$ cat src/rtl/clock_pkg.sv
// Shared key codes, FSM encoding and BCD limits for the clock setting controller.
package clock_pkg;

    localparam int SLOT_W = 4;

    localparam logic [3:0] KEY_DIGIT_MAX = 4'd9;
    localparam logic [3:0] KEY_SET_TIME  = 4'd10;
    localparam logic [3:0] KEY_SET_ALARM = 4'd11;
    localparam logic [3:0] KEY_CLR_ALARM = 4'd12;
    localparam logic [3:0] KEY_CHIME     = 4'd13;
    localparam logic [3:0] KEY_SET_TEMP  = 4'd14;
    localparam logic [3:0] KEY_CANCEL    = 4'd15;

    localparam logic [3:0] HOUR_TENS_MAX = 4'd2;
    localparam logic [3:0] MIN_TENS_MAX  = 4'd5;
    localparam logic [7:0] HOUR_MAX      = 8'h23;

    typedef enum logic [3:0] {
        S_IDLE  = 4'd0,
        S_T_H1  = 4'd1,
        S_T_H0  = 4'd2,
        S_T_M1  = 4'd3,
        S_T_M0  = 4'd4,
        S_A_SEL = 4'd5,
        S_A_H1  = 4'd6,
        S_A_H0  = 4'd7,
        S_A_M1  = 4'd8,
        S_A_M0  = 4'd9,
        S_C_SEL = 4'd10,
        S_P_T1  = 4'd11,
        S_P_T0  = 4'd12
    } state_e;

    function automatic logic is_digit(input logic [3:0] k);
        return k <= KEY_DIGIT_MAX;
    endfunction

endpackage

$ cat src/rtl/clock_alarm_bank.sv
// Alarm slot storage with per-slot enables and registered time-match flags.
module clock_alarm_bank
    import clock_pkg::*;
#(
    parameter int NUM_ALARMS = 4
) (
    input  logic                  clk,
    input  logic                  rst,
    input  logic                  wr_en,
    input  logic [SLOT_W-1:0]     wr_slot,
    input  logic [7:0]            wr_hour,
    input  logic [7:0]            wr_minute,
    input  logic                  clr_one,
    input  logic                  clr_all,
    input  logic [SLOT_W-1:0]     clr_slot,
    input  logic [7:0]            cur_hour,
    input  logic [7:0]            cur_minute,
    output logic [NUM_ALARMS-1:0] alarm_en,
    output logic [NUM_ALARMS-1:0] alarm_match
);

    logic [7:0]            hour_q [NUM_ALARMS];
    logic [7:0]            hour_d [NUM_ALARMS];
    logic [7:0]            min_q  [NUM_ALARMS];
    logic [7:0]            min_d  [NUM_ALARMS];
    logic [NUM_ALARMS-1:0] en_q, en_d;
    logic [NUM_ALARMS-1:0] match_q, match_d;

    // Next slot contents; match uses the post-write view so a write is seen one cycle later.
    always_comb begin
        for (int k = 0; k < NUM_ALARMS; k++) begin
            hour_d[k] = hour_q[k];
            min_d[k]  = min_q[k];
            en_d[k]   = en_q[k];
            if (wr_en && (wr_slot == SLOT_W'(k))) begin
                hour_d[k] = wr_hour;
                min_d[k]  = wr_minute;
                en_d[k]   = 1'b1;
            end else if (clr_all || (clr_one && (clr_slot == SLOT_W'(k)))) begin
                en_d[k] = 1'b0;
            end else begin
                en_d[k] = en_q[k];
            end
            match_d[k] = en_d[k] && (hour_d[k] == cur_hour) && (min_d[k] == cur_minute);
        end
    end

    // Slot registers.
    always_ff @(posedge clk) begin
        if (rst) begin
            for (int k = 0; k < NUM_ALARMS; k++) begin
                hour_q[k] <= 8'h00;
                min_q[k]  <= 8'h00;
            end
            en_q    <= '0;
            match_q <= '0;
        end else begin
            for (int k = 0; k < NUM_ALARMS; k++) begin
                hour_q[k] <= hour_d[k];
                min_q[k]  <= min_d[k];
            end
            en_q    <= en_d;
            match_q <= match_d;
        end
    end

    assign alarm_en    = en_q;
    assign alarm_match = match_q;

endmodule

$ cat src/rtl/clock_setting_ctrl.sv
// Keypad-driven entry FSM for time, alarm slots, chime and temperature threshold.
module clock_setting_ctrl
    import clock_pkg::*;
#(
    parameter int NUM_ALARMS     = 4,
    parameter int TIMEOUT_CYCLES = 27000000
) (
    input  logic                  clk,
    input  logic                  rst,
    input  logic                  key_valid,
    input  logic [3:0]            key_code,
    input  logic [7:0]            cur_hour,
    input  logic [7:0]            cur_minute,
    output logic                  time_load,
    output logic [7:0]            new_hour,
    output logic [7:0]            new_minute,
    output logic [NUM_ALARMS-1:0] alarm_en,
    output logic [NUM_ALARMS-1:0] alarm_match,
    output logic                  chime_on,
    output logic [7:0]            temp_thresh,
    output logic                  temp_armed,
    output logic                  entry_err,
    output logic                  entry_tmo,
    output logic [3:0]            state
);

    localparam int         CW       = $clog2(TIMEOUT_CYCLES + 1);
    localparam logic [3:0] NUM_SLOT = 4'(NUM_ALARMS);

    state_e            state_q, state_d;
    logic [7:0]        stg_hour_q, stg_hour_d, stg_min_q, stg_min_d, stg_temp_q, stg_temp_d;
    logic [SLOT_W-1:0] stg_slot_q, stg_slot_d;
    logic [CW-1:0]     tmo_cnt_q, tmo_cnt_d;
    logic              time_load_q, time_load_d, chime_q, chime_d, armed_q, armed_d;
    logic              err_q, err_d, tmo_q, tmo_d;
    logic [7:0]        new_hour_q, new_hour_d, new_min_q, new_min_d, temp_q, temp_d;
    logic              dig_s, slot_ok_s, timeout_s, to_idle_s;
    logic              wr_en_s, clr_one_s, clr_all_s;

    // Next-state, staging and output register computation.
    always_comb begin
        state_d     = state_q;
        stg_hour_d  = stg_hour_q;
        stg_min_d   = stg_min_q;
        stg_temp_d  = stg_temp_q;
        stg_slot_d  = stg_slot_q;
        time_load_d = 1'b0;
        new_hour_d  = new_hour_q;
        new_min_d   = new_min_q;
        chime_d     = chime_q;
        temp_d      = temp_q;
        armed_d     = armed_q;
        err_d       = 1'b0;
        tmo_d       = 1'b0;
        wr_en_s     = 1'b0;
        clr_one_s   = 1'b0;
        clr_all_s   = 1'b0;
        to_idle_s   = 1'b0;
        dig_s       = is_digit(key_code);
        slot_ok_s   = key_code < NUM_SLOT;
        timeout_s   = (state_q != S_IDLE) && !key_valid && (tmo_cnt_q == CW'(TIMEOUT_CYCLES - 1));

        if ((state_q == S_IDLE) || key_valid) begin
            tmo_cnt_d = '0;
        end else begin
            tmo_cnt_d = tmo_cnt_q + CW'(1);
        end

        if (timeout_s) begin
            tmo_d     = 1'b1;
            to_idle_s = 1'b1;
        end else if (key_valid && (state_q != S_IDLE) && (key_code == KEY_CANCEL)) begin
            to_idle_s = 1'b1;
        end else if (key_valid) begin
            case (state_q)
                S_IDLE: begin
                    case (key_code)
                        KEY_SET_TIME:  state_d = S_T_H1;
                        KEY_SET_ALARM: state_d = S_A_SEL;
                        KEY_CLR_ALARM: state_d = S_C_SEL;
                        KEY_CHIME:     chime_d = !chime_q;
                        KEY_SET_TEMP: begin
                            if (armed_q) begin
                                armed_d = 1'b0;
                            end else begin
                                state_d = S_P_T1;
                            end
                        end
                        default: state_d = S_IDLE;
                    endcase
                end
                S_T_H1, S_A_H1: begin
                    if (dig_s && (key_code <= HOUR_TENS_MAX)) begin
                        stg_hour_d[7:4] = key_code;
                        state_d = (state_q == S_T_H1) ? S_T_H0 : S_A_H0;
                    end else begin
                        err_d = 1'b1;
                    end
                end
                S_T_H0, S_A_H0: begin
                    if (dig_s && ({stg_hour_q[7:4], key_code} <= HOUR_MAX)) begin
                        stg_hour_d[3:0] = key_code;
                        state_d = (state_q == S_T_H0) ? S_T_M1 : S_A_M1;
                    end else begin
                        err_d = 1'b1;
                    end
                end
                S_T_M1, S_A_M1: begin
                    if (dig_s && (key_code <= MIN_TENS_MAX)) begin
                        stg_min_d[7:4] = key_code;
                        state_d = (state_q == S_T_M1) ? S_T_M0 : S_A_M0;
                    end else begin
                        err_d = 1'b1;
                    end
                end
                S_T_M0: begin
                    if (dig_s) begin
                        time_load_d = 1'b1;
                        new_hour_d  = stg_hour_q;
                        new_min_d   = {stg_min_q[7:4], key_code};
                        to_idle_s   = 1'b1;
                    end else begin
                        err_d = 1'b1;
                    end
                end
                S_A_SEL: begin
                    if (slot_ok_s) begin
                        stg_slot_d = key_code;
                        state_d    = S_A_H1;
                    end else begin
                        err_d = 1'b1;
                    end
                end
                S_A_M0: begin
                    if (dig_s) begin
                        wr_en_s   = 1'b1;
                        to_idle_s = 1'b1;
                    end else begin
                        err_d = 1'b1;
                    end
                end
                S_C_SEL: begin
                    if (slot_ok_s) begin
                        clr_one_s = 1'b1;
                        to_idle_s = 1'b1;
                    end else if ((key_code == KEY_DIGIT_MAX) && (NUM_ALARMS < 10)) begin
                        clr_all_s = 1'b1;
                        to_idle_s = 1'b1;
                    end else begin
                        err_d = 1'b1;
                    end
                end
                S_P_T1: begin
                    if (dig_s) begin
                        stg_temp_d[7:4] = key_code;
                        state_d = S_P_T0;
                    end else begin
                        err_d = 1'b1;
                    end
                end
                S_P_T0: begin
                    if (dig_s) begin
                        temp_d    = {stg_temp_q[7:4], key_code};
                        armed_d   = 1'b1;
                        to_idle_s = 1'b1;
                    end else begin
                        err_d = 1'b1;
                    end
                end
                default: to_idle_s = 1'b1;
            endcase
        end else begin
            state_d = state_q;
        end

        // Every return to IDLE drops whatever partial entry was staged.
        if (to_idle_s) begin
            state_d    = S_IDLE;
            stg_hour_d = 8'h00;
            stg_min_d  = 8'h00;
            stg_temp_d = 8'h00;
            stg_slot_d = '0;
        end else begin
            stg_slot_d = stg_slot_d;
        end
    end

    // FSM, staging and output registers.
    always_ff @(posedge clk) begin
        if (rst) begin
            state_q     <= S_IDLE;
            stg_hour_q  <= 8'h00;
            stg_min_q   <= 8'h00;
            stg_temp_q  <= 8'h00;
            stg_slot_q  <= '0;
            tmo_cnt_q   <= '0;
            time_load_q <= 1'b0;
            new_hour_q  <= 8'h00;
            new_min_q   <= 8'h00;
            chime_q     <= 1'b1;
            temp_q      <= 8'h00;
            armed_q     <= 1'b0;
            err_q       <= 1'b0;
            tmo_q       <= 1'b0;
        end else begin
            state_q     <= state_d;
            stg_hour_q  <= stg_hour_d;
            stg_min_q   <= stg_min_d;
            stg_temp_q  <= stg_temp_d;
            stg_slot_q  <= stg_slot_d;
            tmo_cnt_q   <= tmo_cnt_d;
            time_load_q <= time_load_d;
            new_hour_q  <= new_hour_d;
            new_min_q   <= new_min_d;
            chime_q     <= chime_d;
            temp_q      <= temp_d;
            armed_q     <= armed_d;
            err_q       <= err_d;
            tmo_q       <= tmo_d;
        end
    end

    clock_alarm_bank #(
        .NUM_ALARMS (NUM_ALARMS)
    ) u_bank (
        .clk         (clk),
        .rst         (rst),
        .wr_en       (wr_en_s),
        .wr_slot     (stg_slot_q),
        .wr_hour     (stg_hour_q),
        .wr_minute   ({stg_min_q[7:4], key_code}),
        .clr_one     (clr_one_s),
        .clr_all     (clr_all_s),
        .clr_slot    (key_code),
        .cur_hour    (cur_hour),
        .cur_minute  (cur_minute),
        .alarm_en    (alarm_en),
        .alarm_match (alarm_match)
    );

    assign state       = state_q;
    assign time_load   = time_load_q;
    assign new_hour    = new_hour_q;
    assign new_minute  = new_min_q;
    assign chime_on    = chime_q;
    assign temp_thresh = temp_q;
    assign temp_armed  = armed_q;
    assign entry_err   = err_q;
    assign entry_tmo   = tmo_q;

endmodule

$ cat config.mk
export PLATFORM = sky130hd
export DESIGN_NAME = clock_setting_ctrl
export DESIGN_NICKNAME = d
export VERILOG_FILES = /design/src/rtl/clock_pkg.sv /design/src/rtl/clock_alarm_bank.sv /design/src/rtl/clock_setting_ctrl.sv
export SDC_FILE = /design/constraint.sdc
export NUM_CORES = 1
export LEC_CHECK = 0
export CAP_MARGIN = 20
export CORE_MARGIN = 1
export CORE_UTILIZATION = 52
export CTS_BUF_LIST = sky130_fd_sc_hd__clkbuf_16
export DETAILED_ROUTE_END_ITERATION = 7
export HOLD_SLACK_MARGIN = 0.1
export PLACE_DENSITY_LB_ADDON = 0.2
export SLEW_MARGIN = 20
export SYNTH_ARGS = -nofsm -noshare
export SYNTH_HDL_FRONTEND = slang
export SYNTH_HIERARCHICAL = 1
export SYNTH_SLANG_ARGS = --single-unit
$ cat constraint.sdc
create_clock -name clk -period 2.9 [get_ports clk]
set_input_delay 0.58 -clock clk [delete_from_list [all_inputs] [get_ports clk]]
set_output_delay 0.58 -clock clk [all_outputs]
set_load 0.005 [all_outputs]
## Word level (Yosys, flattened, before mapping)

Memory sizes are Yosys's and may differ from the RTL's.
Index checks and enable logic that the tools add are counted.
W data, S select, Z words.

| word-level totals | value |
|---|---|
| bits in registers | 86 |
| bits in writable memories | 64 |
| input port bits | 23 |
| output and inout port bits | 41 |
| word-level logic and storage cells | 207 |
| memories | 2 |

Memory list:

| memory | depth | width | read ports | clocked after Yosys merged registers in | write ports | line | RTL |
|---|---|---|---|---|---|---|---|
| u_bank.hour_q | 4 | 8 | 4 | 0 | 4 | clock_alarm_bank.sv:22 | `logic [7:0] hour_q [NUM_ALARMS];` |
| u_bank.min_q | 4 | 8 | 4 | 0 | 4 | clock_alarm_bank.sv:24 | `logic [7:0] min_q [NUM_ALARMS];` |

| operators by class | value |
|---|---|
| $add $sub $neg | 1 |
| magnitude comparators | 5 |
| eq/ne operators | 43 |
| mux-type cells | 71 |
| bitwise operators | 12 |
| reduce and logical (&&, ||, !) cells | 56 |

Operator list:

| kind | count |
|---|---|
| $mux W8 | 16 |
| $eq A8 B8 Y1 | 8 |
| $eq A4 B4 Y1 const B | 12 |
| $mux W1 | 41 |
| $reduce_and A5 Y1 | 8 |
| $mux W4 | 8 |
| $add A25 B1 Y25 const B | 1 |
| $eq A25 B25 Y1 const B | 1 |
| $eq A4 B2 Y1 const B | 6 |
| $pmux W4 S6 | 1 |
| $logic_and A1 B1 Y1 | 23 |
| $pmux W4 S5 | 1 |
| $eq A4 B3 Y1 const B | 4 |
| $ne A2 B2 Y1 const B | 7 |
| $eq A4 B1 Y1 const B | 3 |
| $logic_not A4 Y1 | 3 |
| $reduce_and A11 Y1 | 1 |
| $reduce_or A2 Y1 | 5 |
| $reduce_or A9 Y1 | 1 |
| $le A8 B6 Y1 const B | 1 |
| $or A1 B1 Y1 | 8 |
| $reduce_or A4 Y1 | 2 |
| $pmux W1 S6 | 1 |
| $reduce_and A6 Y1 | 1 |
| 17 further kinds | 25 |

## Depth between registers and ports, before layout

Gate-level depths: netlist of the first run.

| logic depth | value |
|---|---|
| depth in word-level cells | 12 |
| gate-level depth with buffers | 13 |
| depth with buffers taken out | 9 |

## Modules after synthesis

The synthesis of the first run kept the hierarchy.

Modules (own cells, without submodules):

| module | times used | cells each | area each (µm²) | sequential area each (µm²) |
|---|---|---|---|---|
| clock_alarm_bank | 1 | 470 | 3,798.6 | 1,441.4 |
| clock_setting_ctrl | 1 | 418 | 3,568.4 | 1,561.5 |

## Least setup slack after synthesis of the first run

Ideal clock, no wire load.

| timing | value |
|---|---|
| path type | input port to flip-flop |
| from | input key_code[1] |
| to | register u_bank.match_q[3], in the netlist u_bank/alarm_match[3] |
| library setup time | 0.088 ns |
| arrival | 3.050 ns |
| data required time | 2.812 ns |
| slack | -0.238 ns |
| cell stages on the path | 11 |
| buffers on the path | 2 |
| cells stage by stage | buf_2 -> o21ai_1 -> nand2_1 -> nor3_1 -> and4bb_4 -> and2_1 -> clkbuf_1 -> mux2i_1 -> o22ai_1 -> or4b_1 -> nor4_2 |

| on the way | value |
|---|---|
| elaborated cells between the ends (all ways) | 33 |
| those cells by class | order compare: 2; eq/ne: 5; mux: 20; reduce/logical: 6 |

RTL lines:

| what | line | RTL |
|---|---|---|
| start, declared | clock_setting_ctrl.sv:11 | `input logic [3:0] key_code,` |
| $le A4 B4 Y1 | clock_pkg.sv:35 | `return k <= KEY_DIGIT_MAX;` |
| $mux W1 | clock_setting_ctrl.sv:135 | `if (dig_s) begin` |
| $mux W1 | clock_setting_ctrl.sv:75 | `case (state_q)` |
| $mux W1 | clock_setting_ctrl.sv:74 | `end else if (key_valid) begin` |
| $mux W1 * | clock_setting_ctrl.sv:72 | `end else if (key_valid && (state_q != S_IDLE) && (key_code == KEY_CANCEL)) begin` |
| $mux W1 * | clock_setting_ctrl.sv:69 | `if (timeout_s) begin` |
| via wr_en_s | clock_setting_ctrl.sv:38 | `logic wr_en_s, clr_one_s, clr_all_s;` |
| $logic_and A1 B1 Y1 * | clock_alarm_bank.sv:35 | `if (wr_en && (wr_slot == SLOT_W'(k))) begin` |
| $mux W8 | clock_alarm_bank.sv:35 |  |
| $eq A8 B8 Y1 | clock_alarm_bank.sv:44 | `match_d[k] = en_d[k] && (hour_d[k] == cur_hour) && (min_d[k] == cur_minute);` |
| $logic_and A1 B1 Y1 | clock_alarm_bank.sv:44 |  |
| $logic_and A1 B1 Y1 * | clock_alarm_bank.sv:44 |  |
| end signal, assigned | clock_alarm_bank.sv:63 | `match_q <= match_d;` |
| end, declared | clock_alarm_bank.sv:27 | `logic [NUM_ALARMS-1:0] match_q, match_d;` |

The timed path passes the listed nets; every way through them passes the cells marked *.
A chain may end at the register's enable or synchronous reset.

## Worst setup path in the final report of the first run

Ends and elaborated chain as after synthesis.

==> impl_metrics.json, run 1 <==
{
  "syn_inst": 888,
  "gp_congestion": 0.9621,
  "die_y_um": 121.0,
  "ys_ff_latch": 150,
  "antenna_cells": 0,
  "setup-tns-final_ps": 0,
  "syn_avg_cell_area_um2": 8.296,
  "slew_headroom_pct": 57.38,
  "synth_edf_count": 0,
  "clkSlewWorstSetupHoldPaths_ps": 70,
  "rsz0062_at_grt": "true",
  "fp-row-count": 43,
  "vias_per_cell": 5.767,
  "async_flop_share_pct": 0,
  "vias": 6920,
  "first_pass_iters": 7,
  "htreeDepth": 4,
  "gr-total-overflow": 0,
  "synth_area_mm2": 0.007367,
  "cts_buffers": 17,
  "route.detailed.drc": 0,
  "synthFlopType": "dfxtp_1",
  "clk_latency_ps": 430,
  "yosysUniqueCellTypes": 70,
  "final-setup-viol-count": 0,
  "cts.sink_count": 150,
  "status": "finished, final reports clean",
  "crit_path_max_fanout": 5,
  "crit_path_end_kind": "register",
  "antenna_found_initial": 0,
  "path_class": "input pin to register",
  "routed_wl_mm": 22.32,
  "yosys_warnings": 6,
  "fmax_mhz": 353.5,
  "hold_slack_ps": 452.4,
  "drt_iter0_markers": 586,
  "ys_seq_area_share_pct": 40.76,
  "maxCapViolations": 0,
  "holdCritPathClass": "input pin to register",
  "stdcell_area_mm2": 0.009403,
  "cts_tree": "yes",
  "grt_pass1_wl_mm": 34.16,
  "cp-start-kind": "input pin",
  "cp_data_required_time_ps": 3250,
  "wl_per_cell_um": 18.60,
  "finalCritPeriodShare_pct": 97.54,
  "dpl_cell_area_mm2": 0.008745,
  "finClkSkew_ps": 11.59,
  "ant_nets": 0,
  "worst_slew_pin_slew_ps": 630.7,
  "grt_max_degree": 51,
  "root_buffer": "clkbuf_16",
  "crit_arrival_ps": 3170,
  "hold_viol": 0,
  "dpl.cell_count": 1168,
  "dp_hpwl_mm": 15.70,
  "synthToLayoutAreaGrowth_pct": 27.63,
  "die_area_mm2": 0.01465,
  "nets": 1031,
  "core-area_mm2": 0.01383,
  "fillers": 1129,
  "cts_max_path_buffers": 2,
  "synth_fp_nets": 912,
  "fin_cells": 1200,
  "postCtsSetupBuffers": 0,
  "mostFrequentLayoutCell": "dfxtp_1",
  "drv_slew": 0,
  "portBuffers": 63,
  "die_width_um": 121.0,
  "period_needed_ps": 2829,
  "p_leak_nw": 3.537,
  "power_density_mw_per_mm2": 591.8,
  "drive_above_1_share_pct": 15.78,
  "ioPinCount": 64,
  "final_cell_mix": "dfxtp_1 (150), nand2_1 (121), nor2_1 (109), buf_4 (99), a21oi_1 (65)",
  "worst_ir_drop_vdd_v": 0.0006585,
  "start_util_pct": 53.28,
  "globalRouteTotalUtil_pct": 30.88,
  "power_w": 0.005565,
  "grt_pass1_vias": 6371
}
[layout make-up]
cell class / count / area, um2 / area share [%]
Multi-Input combinational cell: 645 / 4060 / 43.18
Timing Repair Buffer: 163 / 1396 / 14.85
Clock buffer: 17 / 425.4 / 4.524
Clock inverter: 15 / 180.2 / 1.916
Inverter: 30 / 112.6 / 1.198
Sequential cell: 150 / 3003 / 31.94
Tap cell: 180 / 225.2 / 2.395
[cell families (layout without fill, tap and decap cells)]
logic type               after synthesis  in the layout  synth area share, %
AO/OA/AOI/OAI                        140            140                12.70
XOR/XNOR                              72             72                8.560
adder cells (fa/ha/maj)                1              1               0.1698
buffers and inverters                 93            225                5.282
flip-flops                           150            150                40.76
multiplexers                          56             56                7.609
AND/OR/NAND/NOR                      376            376                24.92
[stage by stage]
| step | setup slack (ps) | util [%] |
|---|---|---|
| 4_1_cts | 27.51 | 67.61 |
| 6_report | 71.28 | 68.00 |
| 5_1_grt | -69.39 | 68.00 |
| 2_1_floorplan | 2.661 | - |
| 3_5_place_dp | -434.7 | 63.24 |
| 3_3_place_gp | -400.5 | 63.24 |
[worst paths after layout]
check                                                         to  slack, ps                      from  depth (start not counted)
worst min register to register          new_hour[5]$_SDFFE_PP0P_        450  new_hour[5]$_SDFFE_PP0P_                          2
worst max-delay path            u_bank/alarm_match[3]$_SDFF_PP0_         70               key_code[1]                         10
worst max register to register  u_bank/alarm_match[3]$_SDFF_PP0_        370     state[1]$_SDFFE_PP0P_                          8
worst min-delay path               u_bank/min_q[3][5]$_SDFF_PP0_        450                       rst                          2
[state kept, by name, indices dropped and copies added, names as in the netlist]
| name | cells |
|---|---|
| chime_on | 1 |
| entry_err | 1 |
| entry_tmo | 1 |
| new_hour | 8 |
| new_minute | 8 |
| state | 4 |
| stg_hour_q | 8 |
| stg_min_q | 4 |
| stg_slot_q | 4 |
| stg_temp_q | 4 |
| temp_armed | 1 |
| temp_thresh | 8 |
| time_load | 1 |
| tmo_cnt_q | 25 |
| u_bank/alarm_en | 4 |
| u_bank/alarm_match | 4 |
| u_bank/hour_q | 32 |
| u_bank/min_q | 32 |
[power breakdown]
group          internal [W]  switching [W]
Sequential          0.00210      0.0000273
Clock               0.00131       0.000968
Combinational      0.000478       0.000687
Total               0.00388        0.00168
[worst max-delay path, cell delays in order]
cell and delay [ps]:
clkdlybuf4s50_1 460, o21ai_4 200, nand2_2 110, nor3_4 210, and4bb_4 300, and2_4 200
mux2i_4 250, xnor2_1 90, or4_1 530, nor4_2 240
[routing by layer]
layer	GRT usage (%)	vias up	part of all wire, %
met1	41.46	3270	44
met4	13.19	0	3.3
met5	0	-	0
met3	7.378	57	8.8
met2	47.14	301	44
li1	-	3292	-
[cell usage after synthesis, drive strengths merged (5+ instances only)]
| cell | instances | area [um2] |
|---|---|---|
| a2111oi | 7 | 80.08 |
| a211oi | 7 | 52.55 |
| a21oi | 65 | 325.3 |
| a31oi | 5 | 31.28 |
| and2 | 6 | 37.54 |
| buf | 19 | 111.4 |
| clkbuf | 44 | 165.2 |
| dfxtp | 150 | 3003 |
| inv | 30 | 112.6 |
| mux2i | 56 | 560.5 |
| nand2 | 123 | 464.2 |
| nand2b | 15 | 93.84 |
| nand3 | 25 | 125.1 |
| nand4 | 13 | 96.34 |
| nor2 | 109 | 409.1 |
| nor2b | 12 | 75.07 |
| nor3 | 20 | 100.1 |
| nor4 | 16 | 127.6 |
| o211ai | 5 | 37.54 |
| o21ai | 7 | 35.03 |
| o22ai | 10 | 62.56 |
| or2 | 5 | 31.28 |
| xnor2 | 34 | 297.8 |
| xor2 | 38 | 332.8 |
[repair_timing]
| item | in CTS | in global routing |
|---|---|---|
| endpoints found under the hold margin | 0 | 0 |
| hold buffers | 0 | 0 |
| gates cloned | 0 | 0 |
| pin swaps | 0 | 2 |
| setup endpoints to repair | 1 | 4 |
| resized for setup | 1 | 12 |
Note: power is estimated with default switching activity, not from simulation.
==> run 2, diff against run 1 <==
--- a/config.mk
+++ b/config.mk
@@ -5,13 +5,14 @@
 export SDC_FILE = /design/constraint.sdc
 export NUM_CORES = 1
 export LEC_CHECK = 0
-export CAP_MARGIN = 20
+export CAP_MARGIN = 5
 export CORE_MARGIN = 1
 export CORE_UTILIZATION = 52
 export CTS_BUF_LIST = sky130_fd_sc_hd__clkbuf_16
 export DETAILED_ROUTE_END_ITERATION = 7
 export HOLD_SLACK_MARGIN = 0.1
 export PLACE_DENSITY_LB_ADDON = 0.2
+export REMOVE_ABC_BUFFERS = 1
 export SLEW_MARGIN = 20
 export SYNTH_ARGS = -nofsm -noshare
 export SYNTH_HDL_FRONTEND = slang
==> run 2 against run 1 <==
  * Design area about the same
  * Critical path depth unchanged
  * Sequential power about the same
  * First-iteration DRC count increased by 19%
==> impl_metrics.json, run 2 (synthesized netlist as in run 1, its figures left out) <==
{
  "cp-start-kind": "input pin",
  "dp_slack_ps": -495.9,
  "vias_per_cell": 5.828,
  "power_w": 0.005517,
  "die_y_um": 121.0,
  "path_class": "input pin to register",
  "status": "finished, final reports clean",
  "grt_pass1_vias": 6639,
  "finClkSkew_ps": 12.39,
  "cp_data_required_time_ps": 3230,
  "worst_slack_ps": 77.40,
  "top_regs": "u_bank/hour_q: 32 flops, u_bank/min_q: 32 flops, tmo_cnt_q: 25 flops",
  "die_width_um": 121.0,
  "grt_pass1_wl_mm": 34.46,
  "vias": 6993,
  "final_cell_mix": "dfxtp_1 (150), nand2_1 (121), nor2_1 (109), buf_4 (100), a21oi_1 (65)",
  "cts_buffers": 17,
  "htreeDepth": 4,
  "cts_max_path_buffers": 2,
  "gr-total-overflow": 0,
  "ant_nets": 0,
  "final_core_util_pct": 68.02,
  "mostFrequentLayoutCell": "dfxtp_1",
  "route.detailed.drc": 0,
  "gp_congestion": 0.9711,
  "die_area_mm2": 0.01465,
  "cts_hold_buf": 0,
  "portBuffers": 63,
  "antenna_found_initial": 0,
  "crit_chain": "clkdlybuf4s50_1 > nand2_2 > nor3_2 > buf_4 > and4bb_4 > and2_4 > mux2i_4 > xnor2_1 > or4_1 > nor4_2",
  "worst_slew_pin_slew_ps": 607.6,
  "worst_ir_drop_vdd_v": 0.0006011,
  "maxCapViolations": 0,
  "core-area_mm2": 0.01383,
  "cpMaxStageDelayCell": "or4_1",
  "crit_arrival_ps": 3160,
  "setup-tns-final_ps": 0,
  "root_buffer": "clkbuf_16",
  "final-setup-viol-count": 0,
  "crit_path_max_fanout": 4,
  "clkSlewWorstSetupHoldPaths_ps": 60,
  "drive_above_1_share_pct": 15.78,
  "wl_per_cell_um": 18.40,
  "grt_max_degree": 55,
  "slew_headroom_pct": 59.38,
  "synthToLayoutAreaGrowth_pct": 27.67,
  "fmax_mhz": 354.3,
  "start_util_pct": 53.28,
  "globalRouteTotalUtil_pct": 30.91,
  "p_leak_nw": 3.520,
  "drv_slew": 0,
  "fillers": 1155,
  "ioPinCount": 64,
  "fp-row-count": 43,
  "antenna_cells": 0,
  "finalCritPeriodShare_pct": 97.33,
  "clk_latency_ps": 430,
  "routed_wl_mm": 22.08,
  "drt_iter0_markers": 695,
  "max_stage_delay_ps": 560,
  "hold_viol": 0,
  "cts_tree": "yes",
  "period_needed_ps": 2823,
  "dp_hpwl_mm": 14.88,
  "cts.sink_count": 150,
  "holdCritPathClass": "register to register",
  "crit_path_end_kind": "register",
  "nets": 1032,
  "power_density_mw_per_mm2": 586.6,
  "first_pass_iters": 5
}
run 2: power breakdown:
part	leakage (nW)	internal [W]	switching, W	total [W]
Sequential	1.21	0.00210	0.0000307	0.00213
Clock	0.286	0.00129	0.000940	0.00223
Combinational	2.03	0.000473	0.000681	0.00115
Total	3.52	0.00387	0.00165	0.00552
run 2: metal layers:
| metal | up-vias | wire length, um | track usage [%] |
|---|---|---|---|
| li1 | 3300 | - | - |
| met1 | 3292 | 9215 | 38.87 |
| met2 | 328 | 10300 | 49.82 |
| met3 | 73 | 1811 | 7.989 |
| met4 | 0 | 756 | 13.35 |
| met5 | - | 0 | 0 |
run 2: area by class of cell:
type / instances / area [um2] / share of cell area [%]
multi-input combinational: 645 / 4053 / 43.09
sequential: 150 / 3003 / 31.93
timing repair buffer: 164 / 1419 / 15.09
clock buffer: 17 / 425.4 / 4.523
tap: 180 / 225.2 / 2.395
clock inverter: 14 / 167.7 / 1.783
inverter: 30 / 112.6 / 1.197
run 2: worst paths after layout:
kind | to | slack (ps) | cells past startpoint | start
hold reg to reg | new_minute[5]$_SDFFE_PP0P_ | 450 | 2 | new_minute[5]$_SDFFE_PP0P_
hold / removal | new_minute[5]$_SDFFE_PP0P_ | 450 | 2 | new_minute[5]$_SDFFE_PP0P_
setup reg to reg | u_bank/alarm_match[3]$_SDFF_PP0_ | 270 | 9 | state[1]$_SDFFE_PP0P_
setup / recovery | u_bank/alarm_match[3]$_SDFF_PP0_ | 80 | 10 | key_valid
run 2: repair_timing:
action,CTS,global route
pin swaps,0,5
hold endpoints to repair,0,0
buffers inserted,0,1
resized for setup,2,13
endpoints found under the setup margin,2,2
run 2: per-stage QoR:
step | hold WS, ps | cell area [um2] | std cells
floorplan | 430.3 | 7091 | 825
CTS | 426.5 | 9338 | 1199
finish | 454.9 | 9405 | 1200
global placement | 441.2 | 8738 | 1168
detailed placement | 448.2 | 8738 | 1168
global route | 446.5 | 9405 | 1200
run 2: critical path: cells and delay by family:
kind | cells | cell delay [ps]
buffers and inverters | 2 | 640
and+or+nand+nor | 6 | 1590
muxes | 1 | 240
xor gates and xnor gates | 1 | 90
